File: src/rtl/otter_br_pkg.sv
// Shared branch-resolve definitions: funct3 encodings, 2-bit BHT counter states
// and the saturating counter step.
package otter_br_pkg;

    localparam logic [2:0] BEQ  = 3'b000;
    localparam logic [2:0] BNE  = 3'b001;
    localparam logic [2:0] BLT  = 3'b100;
    localparam logic [2:0] BGE  = 3'b101;
    localparam logic [2:0] BLTU = 3'b110;
    localparam logic [2:0] BGEU = 3'b111;

    typedef enum logic [1:0] {
        SNT = 2'b00,
        WNT = 2'b01,
        WT  = 2'b10,
        ST  = 2'b11
    } bht_state_e;

    localparam bht_state_e BHT_RESET = WNT;

    function automatic bht_state_e bht_next(input bht_state_e cur, input logic taken);
        bht_state_e nxt;
        nxt = cur;
        if (taken) begin
            if (cur != ST) nxt = bht_state_e'(cur + 2'd1);
        end else begin
            if (cur != SNT) nxt = bht_state_e'(cur - 2'd1);
        end
        return nxt;
    endfunction

endpackage

File: src/rtl/bht_sat_table.sv
// Branch history table: 2-bit saturating counters with one combinational read
// port and one write port that applies the saturating step at the clock edge.
module bht_sat_table
    import otter_br_pkg::*;
#(
    parameter int IDX_W = 4
) (
    input  logic             CLK,
    input  logic             RST_N,
    input  logic [IDX_W-1:0] rd_idx,
    output bht_state_e       rd_state,
    input  logic             wr_en,
    input  logic [IDX_W-1:0] wr_idx,
    input  logic             wr_taken
);

    localparam int ENTRIES = 1 << IDX_W;

    bht_state_e bht_q [ENTRIES];
    bht_state_e bht_d [ENTRIES];

    // Read returns the pre-edge value even when the same entry is being written.
    assign rd_state = bht_q[rd_idx];

    always_comb begin
        bht_d = bht_q;
        if (wr_en) bht_d[wr_idx] = bht_next(bht_q[wr_idx], wr_taken);
    end

    always_ff @(posedge CLK or negedge RST_N) begin
        if (!RST_N) begin
            for (int i = 0; i < ENTRIES; i++) bht_q[i] <= BHT_RESET;
        end else begin
            bht_q <= bht_d;
        end
    end

endmodule

File: src/rtl/branch_resolve_unit.sv
// Conditional-branch resolve: BHT prediction in ID, outcome check in EX,
// registered redirect on mispredict, and wrap-around performance counters.
module branch_resolve_unit
    import otter_br_pkg::*;
#(
    parameter int BHT_IDX_W = 4,
    parameter int CNT_W     = 32
) (
    input  logic             CLK,
    input  logic             RST_N,
    input  logic [31:0]      id_pc,
    input  logic             id_is_branch,
    output logic             id_pred_taken,
    input  logic             ex_valid,
    input  logic             ex_stall,
    input  logic             ex_is_branch,
    input  logic [2:0]       ex_funct3,
    input  logic [31:0]      ex_pc,
    input  logic [31:0]      ex_target,
    input  logic             ex_pred_taken,
    input  logic             br_eq,
    input  logic             br_lt,
    input  logic             br_ltu,
    output logic             redirect_valid,
    output logic [31:0]      redirect_pc,
    output logic             ex_illegal_br,
    output logic [CNT_W-1:0] branch_count,
    output logic [CNT_W-1:0] mispredict_count
);

    logic [BHT_IDX_W-1:0] id_idx;
    logic [BHT_IDX_W-1:0] ex_idx;
    bht_state_e           id_state;
    logic                 resolve;
    logic                 legal;
    logic                 taken;
    logic                 mispredict;

    logic             redirect_valid_q, redirect_valid_d;
    logic [31:0]      redirect_pc_q, redirect_pc_d;
    logic             illegal_q, illegal_d;
    logic [CNT_W-1:0] branch_count_q, branch_count_d;
    logic [CNT_W-1:0] mispredict_count_q, mispredict_count_d;

    logic id_pc_unused;
    assign id_pc_unused = ^{id_pc[31:BHT_IDX_W+2], id_pc[1:0]};

    assign id_idx        = id_pc[BHT_IDX_W+1:2];
    assign ex_idx        = ex_pc[BHT_IDX_W+1:2];
    assign id_pred_taken = id_is_branch & id_state[1];

    always_comb begin
        legal = 1'b1;
        taken = 1'b0;
        case (ex_funct3)
            BEQ:     taken = br_eq;
            BNE:     taken = ~br_eq;
            BLT:     taken = br_lt;
            BGE:     taken = ~br_lt;
            BLTU:    taken = br_ltu;
            BGEU:    taken = ~br_ltu;
            default: legal = 1'b0;
        endcase
    end

    // The cycle right after a redirect carries a wrong-path instruction in EX.
    assign resolve    = ex_valid & ex_is_branch & ~ex_stall & ~redirect_valid_q;
    assign mispredict = resolve & legal & (taken != ex_pred_taken);

    bht_sat_table #(
        .IDX_W (BHT_IDX_W)
    ) u_bht (
        .CLK      (CLK),
        .RST_N    (RST_N),
        .rd_idx   (id_idx),
        .rd_state (id_state),
        .wr_en    (resolve & legal),
        .wr_idx   (ex_idx),
        .wr_taken (taken)
    );

    always_comb begin
        redirect_valid_d   = mispredict;
        redirect_pc_d      = redirect_pc_q;
        illegal_d          = resolve & ~legal;
        branch_count_d     = branch_count_q;
        mispredict_count_d = mispredict_count_q;
        if (mispredict) redirect_pc_d = taken ? ex_target : ex_pc + 32'd4;
        if (resolve) branch_count_d = branch_count_q + CNT_W'(1);
        if (mispredict) mispredict_count_d = mispredict_count_q + CNT_W'(1);
    end

    always_ff @(posedge CLK or negedge RST_N) begin
        if (!RST_N) begin
            redirect_valid_q   <= 1'b0;
            redirect_pc_q      <= 32'd0;
            illegal_q          <= 1'b0;
            branch_count_q     <= '0;
            mispredict_count_q <= '0;
        end else begin
            redirect_valid_q   <= redirect_valid_d;
            redirect_pc_q      <= redirect_pc_d;
            illegal_q          <= illegal_d;
            branch_count_q     <= branch_count_d;
            mispredict_count_q <= mispredict_count_d;
        end
    end

    assign redirect_valid   = redirect_valid_q;
    assign redirect_pc      = redirect_pc_q;
    assign ex_illegal_br    = illegal_q;
    assign branch_count     = branch_count_q;
    assign mispredict_count = mispredict_count_q;

endmodule

File: config.mk
export PLATFORM = sky130hd
export DESIGN_NAME = branch_resolve_unit
export DESIGN_NICKNAME = d
export VERILOG_FILES = /design/src/rtl/otter_br_pkg.sv /design/src/rtl/bht_sat_table.sv /design/src/rtl/branch_resolve_unit.sv
export SDC_FILE = /design/constraint.sdc
export NUM_CORES = 1
export LEC_CHECK = 0
export BUFFER_PORTS_ARGS = -buffer_cell sky130_fd_sc_hd__buf_2
export CORE_MARGIN = 10
export CORE_UTILIZATION = 48
export CTS_CLUSTER_DIAMETER = 30
export DETAILED_ROUTE_END_ITERATION = 8
export GPL_ROUTABILITY_DRIVEN = 1
export GPL_TIMING_DRIVEN = 0
export PLACE_DENSITY = 0.77
export SKIP_LAST_GASP = 1
export SYNTH_ARGS = -nofsm -noshare
export SYNTH_HDL_FRONTEND = slang
export SYNTH_HIERARCHICAL = 1
export SYNTH_SLANG_ARGS = --single-unit
export TNS_END_PERCENT = 30
File: constraint.sdc
create_clock -name CLK -period 2.4 [get_ports CLK]
set_clock_uncertainty 0.05 [all_clocks]
set_input_delay 0.48 -clock CLK [delete_from_list [all_inputs] [get_ports CLK]]
set_output_delay 0.48 -clock CLK [all_outputs]
set_load 0.01 [all_outputs]
==> flow_summary.rst, run 1 <==
.. list-table::
   :header-rows: 1

   * - Metric
     - Value
   * - Run status
     - complete, but fails checks
   * - Failing checks
     - negative setup slack
   * - RSZ-0062 raised after global routing
     - yes
   * - Met3 wirelength from detailed routing
     - 1690 um
   * - Highest Clock Rate
     - 389 MHz
   * - Vias in the first global route
     - approximately 6300
   * - Filler instances
     - 1182
   * - Fin nets
     - 1015
   * - Max cap viols
     - 0
   * - Leakage power of the design
     - 4.31 nW
   * - Largest buffer count on any clock path
     - 2
   * - GRT Resource Usage Total
     - 0.208
   * - Fraction of layout instances using a drive strength above 1
     - 0.352
   * - Pin count of the biggest net entering global routing
     - 77
   * - Worst VDD drop
     - slightly above 0.5 mV
   * - Setup slack after layout
     - -0.172 ns
   * - Count of boundary I/O pins
     - 208
   * - Transition time at the pin with the least slew margin
     - 0.656 ns
   * - Htree depth
     - 4
   * - Number of placement rows
     - 44
   * - Data required time of the worst path
     - 1.87 ns
   * - Floorplan core area
     - between 10000 and 15000 um2
   * - Slowest cell delay on critical path
     - 0.48 ns
   * - Iteration-0 DRC count of the detailed router
     - 531
   * - Placed cells
     - 1062
   * - Wirelength, routed
     - 21400 um
   * - Startpoint kind of the worst setup timing path
     - register
   * - WP data arrival
     - 2.04 ns
   * - TritonCTS Sinks
     - 130
   * - Setup Crit Path Kind
     - register to output port
   * - Routed wire length on met2
     - 10200 um
   * - Highest metal layer with signal wires
     - met4
   * - Ys Warns
     - 6
   * - Count of mapped cells out of synthesis
     - 701
   * - Crit end category
     - output port
   * - Gp weighted congestion
     - 0.919
   * - CTS tree
     - built
   * - Die X
     - about 140 um
   * - DP Wirelength
     - 15800 um
   * - Critical path buffers and inverters
     - 1
   * - Mapped Avg Cell Area
     - 10.3 um2
   * - Part of the cycle the worst path needs
     - 1.07
   * - Met1 wire length
     - just over 9000 um
   * - Average via count per standard cell
     - a little under 6
   * - Count of final setup violators
     - 12
   * - Minimum clock period after layout
     - 2.57 ns
   * - Remaining number of nets flagged by the antenna check after routing
     - 0
   * - Post-synth net total
     - 813
   * - Drt first pass iters
     - 5
   * - Most numerous cell on the critical path
     - mux4_2
   * - Leftover overflow at the end of global routing
     - 0
   * - Clock root buffer master
     - clkbuf_16
   * - Die footprint
     - between 20000 and 25000 um2
   * - Post-layout instance count excluding filler cells
     - 1101
   * - Worst skew pair latency
     - 0.42 ns
   * - Cell chain of the critical path
     - mux4_2 -> mux4_2 -> and2_4 -> buf_6
   * - Final hold violation count
     - 0
   * - Biggest fanout along the worst timing path
     - 3
   * - Clock Pin Slew Worst Setup and Hold Paths
     - 0.06 ns
   * - Initial core utilization
     - 0.493
   * - Per-cell routed wire length
     - 19.4 um
   * - Summed instance area of the synthesized netlist
     - 7220 um2
   * - Global-route wire length before repair
     - 33800 um
   * - Height of the chip
     - 143 um
   * - Pwr Density
     - 744 nW/um2
   * - Family with the most delay on the worst path
     - multiplexers
   * - Number of clock buffers inserted by TritonCTS
     - 17
   * - DRC
     - 0
   * - Worst slew margin relative to its limit
     - 0.559
   * - Max Transition Viols Final
     - 0
   * - Initial antenna violation count
     - 1
   * - Area growth, synth to finish
     - 26.7%
   * - Post-Place Setup Slack
     - -0.479 ns
   * - Total via count after detailed routing
     - 6399
   * - Slowest cell on the critical path
     - mux4_2
   * - Kind of path behind the tightest hold check
     - primary input to register
   * - Port bufs
     - 176
-- sequential cells by signal, indices dropped and copies added (netlist names) --
name              count
mispredict_count     32
u_bht/bht_q          32
branch_count         32
ex_illegal_br         1
redirect_pc          32
redirect_valid        1
-- per-layer routing --
| layer | GRT usage | vias to the layer above |
|---|---|---|
| li1 | - | 2971 |
| met1 | 0.265 | 3130 |
| met2 | 0.333 | 267 |
| met3 | 0.0547 | 31 |
| met4 | 0.0738 | 0 |
| met5 | 0 | - |
-- worst register-to-register path: stages, from the launching register on --
cell and delay (ns):
dfrtp_1 0.39, buf_4 0.14, mux4_2 0.47, mux2_4 0.30, maj3_2 0.32, a22o_1 0.33
mux2_2 0.30
-- stage by stage --
stage | hold WS, ns | utilization | TNS (ns) | power (W) | area, um2
after floorplan | 0.134 | - | 0 | 0.00337 | 7250
after global placement | 0.402 | 0.571 | -141.77 | 0.00392 | 8360
after detailed placement | 0.406 | 0.573 | -28.46 | 0.00397 | 8400
after CTS | 0.294 | 0.620 | -0.261 | 0.00682 | 9080
after global routing | 0.303 | 0.625 | -1.02 | 0.00709 | 9150
final | 0.305 | 0.625 | -0.230 | 0.00681 | 9150
-- where the power goes --
part | internal, W | total [W] | switching (W) | leakage [nW]
combinational | 0.000549 | 0.00125 | 0.000706 | 2.35
clock | 0.00185 | 0.00284 | 0.000983 | 0.308
sequential | 0.00249 | 0.00272 | 0.000225 | 1.65
total | 0.00489 | 0.00681 | 0.00191 | 4.31
-- area by class of cell --
| type | instances | area (um2) | share of cell area |
|---|---|---|---|
| Timing Repair Buffer | 183 | 968 | 0.106 |
| Multi-Input combinational cell | 518 | 3740 | 0.409 |
| Buffer | 36 | 206 | 0.0226 |
| Inverter | 17 | 71.3 | 0.00779 |
| Clock inverter | 11 | 173 | 0.0189 |
| Antenna cell | 1 | 2.50 | 0.000273 |
| Clock buffer | 21 | 480 | 0.0525 |
| Sequential cell | 130 | 3270 | 0.358 |
| Tap cell | 184 | 230 | 0.0252 |
-- path summary, 6_finish.rpt --
path                                         startpoint                                to  slack, ns  cells past startpoint
min in group asynchronous                         RST_N  mispredict_count[24]$_DFFE_PN0P_       0.54                      2
hold reg to reg            branch_count[31]$_DFFE_PN0P_      branch_count[31]$_DFFE_PN0P_       0.41                      1
setup / recovery            u_bht/bht_q[31]$_DFFE_PN0P_                     id_pred_taken      -0.17                      4
setup reg to reg            u_bht/bht_q[23]$_DFFE_PN0P_        u_bht/bht_q[3]$_DFFE_PN0P_      -0.01                      6
hold / removal                             ex_target[5]        redirect_pc[5]$_DFFE_PN0P_       0.31                      3
max in group asynchronous                         RST_N       redirect_pc[18]$_DFFE_PN0P_       1.01                      3
-- cell usage in the layout (no fill, tap or decap), types with 10 or more instances in the layout --
| cell | n |
|---|---|
| clkbuf_1 | 15 |
| dfstp_2 | 16 |
| o31ai_1 | 10 |
| nand4_1 | 29 |
| o21ai_0 | 35 |
| o22ai_1 | 10 |
| nor3_1 | 21 |
| nand3_1 | 35 |
| buf_2 | 185 |
| clkbuf_16 | 17 |
| nand2_1 | 67 |
| dfrtp_1 | 114 |
| xor2_1 | 41 |
| mux2_2 | 20 |
| inv_1 | 15 |
| a21oi_1 | 20 |
| nor2_1 | 45 |
| and3_1 | 12 |
| xnor2_1 | 39 |
| nor4_2 | 13 |
| mux2i_1 | 11 |
-- what timing repair did --
item,in CTS,in global routing
setup buffers,1,4
endpoints found under the setup margin,70,58
resized for setup,5,14
hold buffers,1,0
endpoints found under the hold margin,38,0
pin swaps,0,1
(Power assumes the default switching activity.)
==> run 2, diff against run 1 <==
==> constraint.sdc (replaced) <==
create_clock -name CLK -period 2.1 [get_ports CLK]
set_clock_uncertainty 0.05 [all_clocks]
set_input_delay 0.42 -clock CLK [delete_from_list [all_inputs] [get_ports CLK]]
set_output_delay 0.42 -clock CLK [all_outputs]
set_load 0.01 [all_outputs]
==> run 2 against run 1 <==
- the run still ends with negative setup slack left
- sequential power increased by 14%
- wire length increased by 2.8%
- clock power decreased by 4%
- final cell count increased by 1.2%
- worst setup slack got worse by 0.24 ns
- final area increased by 3.4%
- critical path depth unchanged
==> flow_summary.rst, run 2 (synthesized netlist as in run 1, its figures left out) <==
.. list-table::
   :header-rows: 1

   * - Metric
     - Value
   * - CTS tree
     - built
   * - Htree depth
     - 4
   * - Gp weighted congestion
     - 0.912
   * - Setup Crit Path Kind
     - register to output port
   * - Height of the chip
     - 143 um
   * - Data required time of the worst path
     - between 1.5 and 2 ns
   * - Drt first pass iters
     - 5
   * - Count of boundary I/O pins
     - 208
   * - Transition time at the pin with the least slew margin
     - around 0.65 ns
   * - Max cap viols
     - 0
   * - Most numerous cell on the critical path
     - mux4_2
   * - Clock Pin Slew Worst Setup and Hold Paths
     - around 0.06 ns
   * - Worst VDD drop
     - 0.536 mV
   * - Post-layout instance count excluding filler cells
     - 1114
   * - Die X
     - between 100 and 150 um
   * - Area growth, synth to finish
     - 31.1%
   * - Biggest fanout along the worst timing path
     - 3
   * - Worst skew pair latency
     - 0.42 ns
   * - Minimum clock period after layout
     - 2.52 ns
   * - WP data arrival
     - 2.05 ns
   * - Cell chain of the critical path
     - mux4_2 -> mux4_2 -> and2_1 -> buf_2
   * - Global-route wire length before repair
     - 33800 um
   * - Iteration-0 DRC count of the detailed router
     - 525
   * - Register-to-register path setup slack
     - -0.18 ns
   * - Initial core utilization
     - 0.493
   * - Kind of path behind the tightest hold check
     - primary input to register
   * - Average via count per standard cell
     - 5.82
   * - Run status
     - complete, but fails checks
   * - Setup slack after layout
     - -0.416 ns
   * - Clock root buffer master
     - clkbuf_16
   * - Max Transition Viols Final
     - 0
   * - Leftover overflow at the end of global routing
     - 0
   * - Hold Path Stages
     - 3
   * - DP Wirelength
     - 15800 um
   * - Top library cells by usage in the layout, fill and taps aside
     - buf_2, dfrtp_1, nand2_1
   * - Min-Delay Startpoint
     - ex_target[5]
   * - Number of clock buffers inserted by TritonCTS
     - 17
   * - Fraction of layout instances using a drive strength above 1
     - 0.379
   * - Number of placement rows
     - 44
   * - Slowest cell delay on critical path
     - 0.50 ns
   * - Total via count after detailed routing
     - 6480
   * - Filler instances
     - 1172
   * - Die footprint
     - 20300 um2
   * - Floorplan core area
     - 14600 um2
   * - Hold Crit Endpoint
     - redirect_pc[5]$_DFFE_PN0P_
   * - Wirelength, routed
     - about 22000 um
   * - TritonCTS Sinks
     - 130
   * - Leakage power of the design
     - approximately 4.5 nW
   * - Per-cell routed wire length
     - 19.7 um
   * - Endpoint of the lowest-slack register-to-register path
     - u_bht/bht_q[15]$_DFFE_PN0P_
   * - RSZ-0062 raised after global routing
     - yes
   * - Part of the cycle the worst path needs
     - 1.20
   * - Pin count of the biggest net entering global routing
     - 68
   * - DRC
     - 0
   * - Startpoint of the worst register-to-register path
     - u_bht/bht_q[29]$_DFFE_PN0P_
   * - GRT Resource Usage Total
     - 0.208
   * - Remaining number of nets flagged by the antenna check after routing
     - 0
   * - Highest Clock Rate
     - 397 MHz
   * - Cell depth of the worst flop-to-flop path
     - 6
   * - Pwr Density
     - 774 nW/um2
   * - Placed cells
     - 1062
   * - Most frequent standard cell in the layout excluding fill and tap cells
     - buf_2
   * - Fin nets
     - 1032
   * - Count of final setup violators
     - 22
   * - Vias in the first global route
     - 6290
   * - Slowest cell on the critical path
     - mux4_2
   * - Initial antenna violation count
     - 2
   * - Largest buffer count on any clock path
     - 2
   * - Startpoint kind of the worst setup timing path
     - register
   * - Crit end category
     - output port
   * - Port bufs
     - 176
   * - Total negative setup slack
     - -3.48 ns
   * - Worst slew margin relative to its limit
     - 0.565
   * - Final hold violation count
     - 0
   * - Failing checks
     - negative setup slack
## run 2: changes by cell type in the layout (fill, tap and decap cells not counted), moves of 4 or more
cell,change
buf_4,+14
nor4_4,+9
mux2_2,-8
mux2_4,+8
nor4_2,-8
buf_2,-4
nor3_1,-4
## run 2: worst max-delay path: cells and delay by family, from the launching register on
| kind | cells | cell delay [ns] |
|---|---|---|
| buffers and inverters | 1 | 0.13 |
| multiplexers | 2 | 0.96 |
| flip-flops | 1 | 0.40 |
| AND/OR/NAND/NOR | 1 | 0.14 |
## run 2: report_power, final
part | total, W | internal (W) | switching [W] | leakage (nW)
Clock | 0.00272 | 0.00168 | 0.00105 | 0.258
Sequential | 0.00311 | 0.00285 | 0.000264 | 1.65
Combinational | 0.00149 | 0.000663 | 0.000826 | 2.63
## run 2: stage by stage
stage / hold slack (ns) / setup WS, ns / area [um2] / util / power [W]
final: 0.243 / -0.416 / 9460 / 0.646 / 0.00733
after global routing: 0.256 / -0.462 / 9460 / 0.646 / 0.00765
after CTS: 0.233 / -0.425 / 9130 / 0.623 / 0.00730
after detailed placement: 0.397 / -0.707 / 8410 / 0.574 / 0.00453
after global placement: 0.403 / -1.20 / 8380 / 0.572 / 0.00448
after floorplan: 0.0744 / -0.236 / 7260 / - / 0.00386
## run 2: layout make-up
| cell class | count | area (um2) | area share |
|---|---|---|---|
| diodes | 2 | 5.00 | 0.000529 |
| well taps | 184 | 230 | 0.0243 |
| repair buffers | 204 | 1160 | 0.123 |
| clock buffers | 21 | 470 | 0.0497 |
| clock inverters | 6 | 60.1 | 0.00635 |
| plain buffers | 32 | 224 | 0.0237 |
| flip-flops and latches | 130 | 3280 | 0.346 |
| multi-input cells | 518 | 3960 | 0.418 |
| inverters | 17 | 78.8 | 0.00833 |
## run 2: worst max-delay path by stage
stage,start,end,slack [ns]
global route,u_bht/bht_q[17]$_DFFE_PN0P_,id_pred_taken,-0.46
floorplan,ex_funct3[1],u_bht/bht_q[23]$_DFFE_PN0P_,-0.24
CTS,u_bht/bht_q[17]$_DFFE_PN0P_,id_pred_taken,-0.43
global placement,RST_N,redirect_pc[5]$_DFFE_PN0P_,-1.20
finish,u_bht/bht_q[17]$_DFFE_PN0P_,id_pred_taken,-0.42
detailed placement,ex_funct3[1],u_bht/bht_q[25]$_DFFE_PN0P_,-0.71
## run 2: timing repair
action / 4_1_cts / 5_1_grt
gates resized for setup: 22 / 55
hold buffers: 1 / 0
setup endpoints to repair: 103 / 110
cloned: 1 / 1
endpoints found under the hold margin: 47 / 0
buffers inserted: 11 / 13
pin swaps: 4 / 26
## run 2: metal layers
metal,up-vias,GRT usage,wire (um)
li1,3009,-,-
met1,3181,0.267,9420
met2,259,0.333,10500
met3,31,0.0527,1590
met4,0,0.0787,474
met5,-,0,0
==> run 3, diff against run 2 <==
--- a/config.mk
+++ b/config.mk
@@ -13,6 +13,7 @@
 export GPL_ROUTABILITY_DRIVEN = 1
 export GPL_TIMING_DRIVEN = 0
 export PLACE_DENSITY = 0.77
+export REMOVE_ABC_BUFFERS = 1
 export SKIP_LAST_GASP = 1
 export SYNTH_ARGS = -nofsm -noshare
 export SYNTH_HDL_FRONTEND = slang
==> run 3 against run 2 <==
- the run still ends with negative setup slack left
- clock power rose by 6%
- maximum frequency rose by 1.8%
- final area rose by 0.21%
- total power rose by 2.1%
- final cell count fell by 0.45%
- first-iteration DRC count fell by 2.5%
- wire length fell by 0.94%
- critical path depth did not move
- hold slack got worse by 0.0019 ns
==> flow_summary.rst, run 3 (synthesized netlist as in run 1, its figures left out) <==
.. list-table::
   :header-rows: 1

   * - Metric
     - Value
   * - Data required time of the worst path
     - 1.63 ns
   * - Kind of path behind the tightest hold check
     - primary input to register
   * - Number of clock buffers inserted by TritonCTS
     - 17
   * - Final hold violation count
     - 0
   * - Part of the cycle the worst path needs
     - 1.18
   * - Setup Crit Path Kind
     - register to output port
   * - Clock root buffer master
     - clkbuf_16
   * - TritonCTS Sinks
     - 130
   * - Htree depth
     - 4
   * - Average via count per standard cell
     - 5.84
   * - RSZ-0062 raised after global routing
     - yes
   * - Worst slew margin relative to its limit
     - 0.489
   * - Total via count after detailed routing
     - about 6500
   * - Pin count of the biggest net entering global routing
     - 68
   * - Highest Clock Rate
     - 405 MHz
   * - Pwr Density
     - slightly below 800 nW/um2
   * - Remaining number of nets flagged by the antenna check after routing
     - 0
   * - Top library cells by usage in the layout, fill and taps aside
     - buf_2, dfrtp_1, nand2_1
   * - Leftover overflow at the end of global routing
     - 0
   * - Drt first pass iters
     - 7
   * - Met1 wire length
     - about 9000 um
   * - Post-layout instance count excluding filler cells
     - 1109
   * - Per-cell routed wire length
     - 19.6 um
   * - Vias in the first global route
     - 6323
   * - Cell depth of the worst flop-to-flop path
     - 6
   * - Routed wire length on met2
     - 10500 um
   * - Count of boundary I/O pins
     - 208
   * - DP Wirelength
     - ~15000 um
   * - DRC
     - 0
   * - Setup slack after layout
     - -0.370 ns
   * - Met3 wirelength from detailed routing
     - 1830 um
   * - Die X
     - 143 um
   * - Area growth, synth to finish
     - 31.4%
   * - Initial core utilization
     - 0.493
   * - Max cap viols
     - 0
   * - Hold Path Stages
     - 3
   * - Iteration-0 DRC count of the detailed router
     - 512
   * - Die footprint
     - roughly 20000 um2
   * - Clock Pin Slew Worst Setup and Hold Paths
     - 0.06 ns
   * - Minimum clock period after layout
     - 2.47 ns
   * - GRT Resource Usage Total
     - 0.207
   * - Placed cells
     - 1034
   * - Port bufs
     - 179
   * - Initial antenna violation count
     - 0
   * - Max Transition Viols Final
     - 0
   * - Post-Place Setup Slack
     - -1.24 ns
   * - Largest buffer count on any clock path
     - 2
   * - Worst VDD drop
     - 0.530 mV
   * - Total non-filler cell area in the finished layout
     - 9480 um2
   * - Post-Route Hold Slack
     - 0.241 ns
   * - Worst skew pair latency
     - 0.41 ns
   * - Failing checks
     - negative setup slack
   * - Startpoint kind of the worst setup timing path
     - register
   * - Transition time at the pin with the least slew margin
     - 0.767 ns
   * - Number of placement rows
     - 44
   * - WP data arrival
     - ~2.0 ns
   * - Fraction of layout instances using a drive strength above 1
     - 0.392
   * - Crit end category
     - output port
   * - Cell Area, Placed
     - roughly 8300 um2
   * - Most frequent standard cell in the layout excluding fill and tap cells
     - buf_2
   * - Floorplan core area
     - 14600 um2
   * - Wirelength, routed
     - 21800 um
   * - CTS tree
     - built
   * - Biggest fanout along the worst timing path
     - 2
   * - Count of final setup violators
     - 29
   * - Gp weighted congestion
     - 0.830
   * - Highest metal layer with signal wires
     - met4
   * - Global-route wire length before repair
     - 33800 um
   * - Fin nets
     - 1024
   * - Inserted Diodes
     - 0
   * - Run status
     - complete, but fails checks
   * - Leakage power of the design
     - 4.50 nW
   * - Height of the chip
     - between 100 and 150 um
run 3: layout make-up:
type                            count  area [um2]
Clock buffer                       19         443
Clock inverter                     13         135
Fill cell                        1166        5160
Inverter                           17        73.8
Multi-Input combinational cell    521        3950
Sequential cell                   130        3270
Tap cell                          184         230
Timing Repair Buffer              225        1380
run 3: critical path: stages (launching register included):
cell and delay [ns]:
dfrtp_1 0.39, mux4_2 0.48, mux4_2 0.45, and2_4 0.15
buf_6 0.11
run 3: where the power goes:
| group | internal (W) | leakage (nW) | switching [W] |
|---|---|---|---|
| registers | 0.00285 | 1.65 | 0.000257 |
| clock network | 0.00177 | 0.271 | 0.00112 |
| logic | 0.000678 | 2.58 | 0.000802 |
| total | 0.00530 | 4.50 | 0.00218 |
run 3: metrics by stage:
step	setup TNS, ns	utilization	total power [W]
2_1_floorplan	-86.09	-	0.00380
3_3_place_gp	-385.29	0.558	0.00441
3_5_place_dp	-90.74	0.567	0.00450
4_1_cts	-9.78	0.628	0.00749
5_1_grt	-8.27	0.648	0.00786
6_report	-4.61	0.648	0.00748
run 3: path summary, 6_finish.rpt:
check	start	to	slack, ns
worst max register to register	u_bht/bht_q[17]$_DFFE_PN0P_	u_bht/bht_q[13]$_DFFE_PN0P_	-0.25
worst min register to register	branch_count[31]$_DFFE_PN0P_	branch_count[31]$_DFFE_PN0P_	0.41
worst min-delay path	ex_target[6]	redirect_pc[6]$_DFFE_PN0P_	0.24
min in group asynchronous	RST_N	mispredict_count[22]$_DFFE_PN0P_	0.53
max in group asynchronous	RST_N	u_bht/bht_q[6]$_DFFE_PN1P_	0.69
worst max-delay path	u_bht/bht_q[17]$_DFFE_PN0P_	id_pred_taken	-0.37
run 3: timing repair:
| action | CTS | global route |
|---|---|---|
| endpoints found under the hold margin | 56 | 0 |
| gates cloned | 2 | 2 |
| endpoints found under the setup margin | 122 | 97 |
| pin swaps | 7 | 11 |
| resized for setup | 32 | 27 |
| hold buffers | 1 | 0 |
| buffers inserted | 17 | 21 |
run 3: layer usage:
| layer | global-route usage | up-vias |
|---|---|---|
| met3 | 0.0637 | 30 |
| met5 | 0 | - |
| met2 | 0.333 | 275 |
| met4 | 0.0613 | 0 |
| met1 | 0.264 | 3174 |
| li1 | - | 3003 |
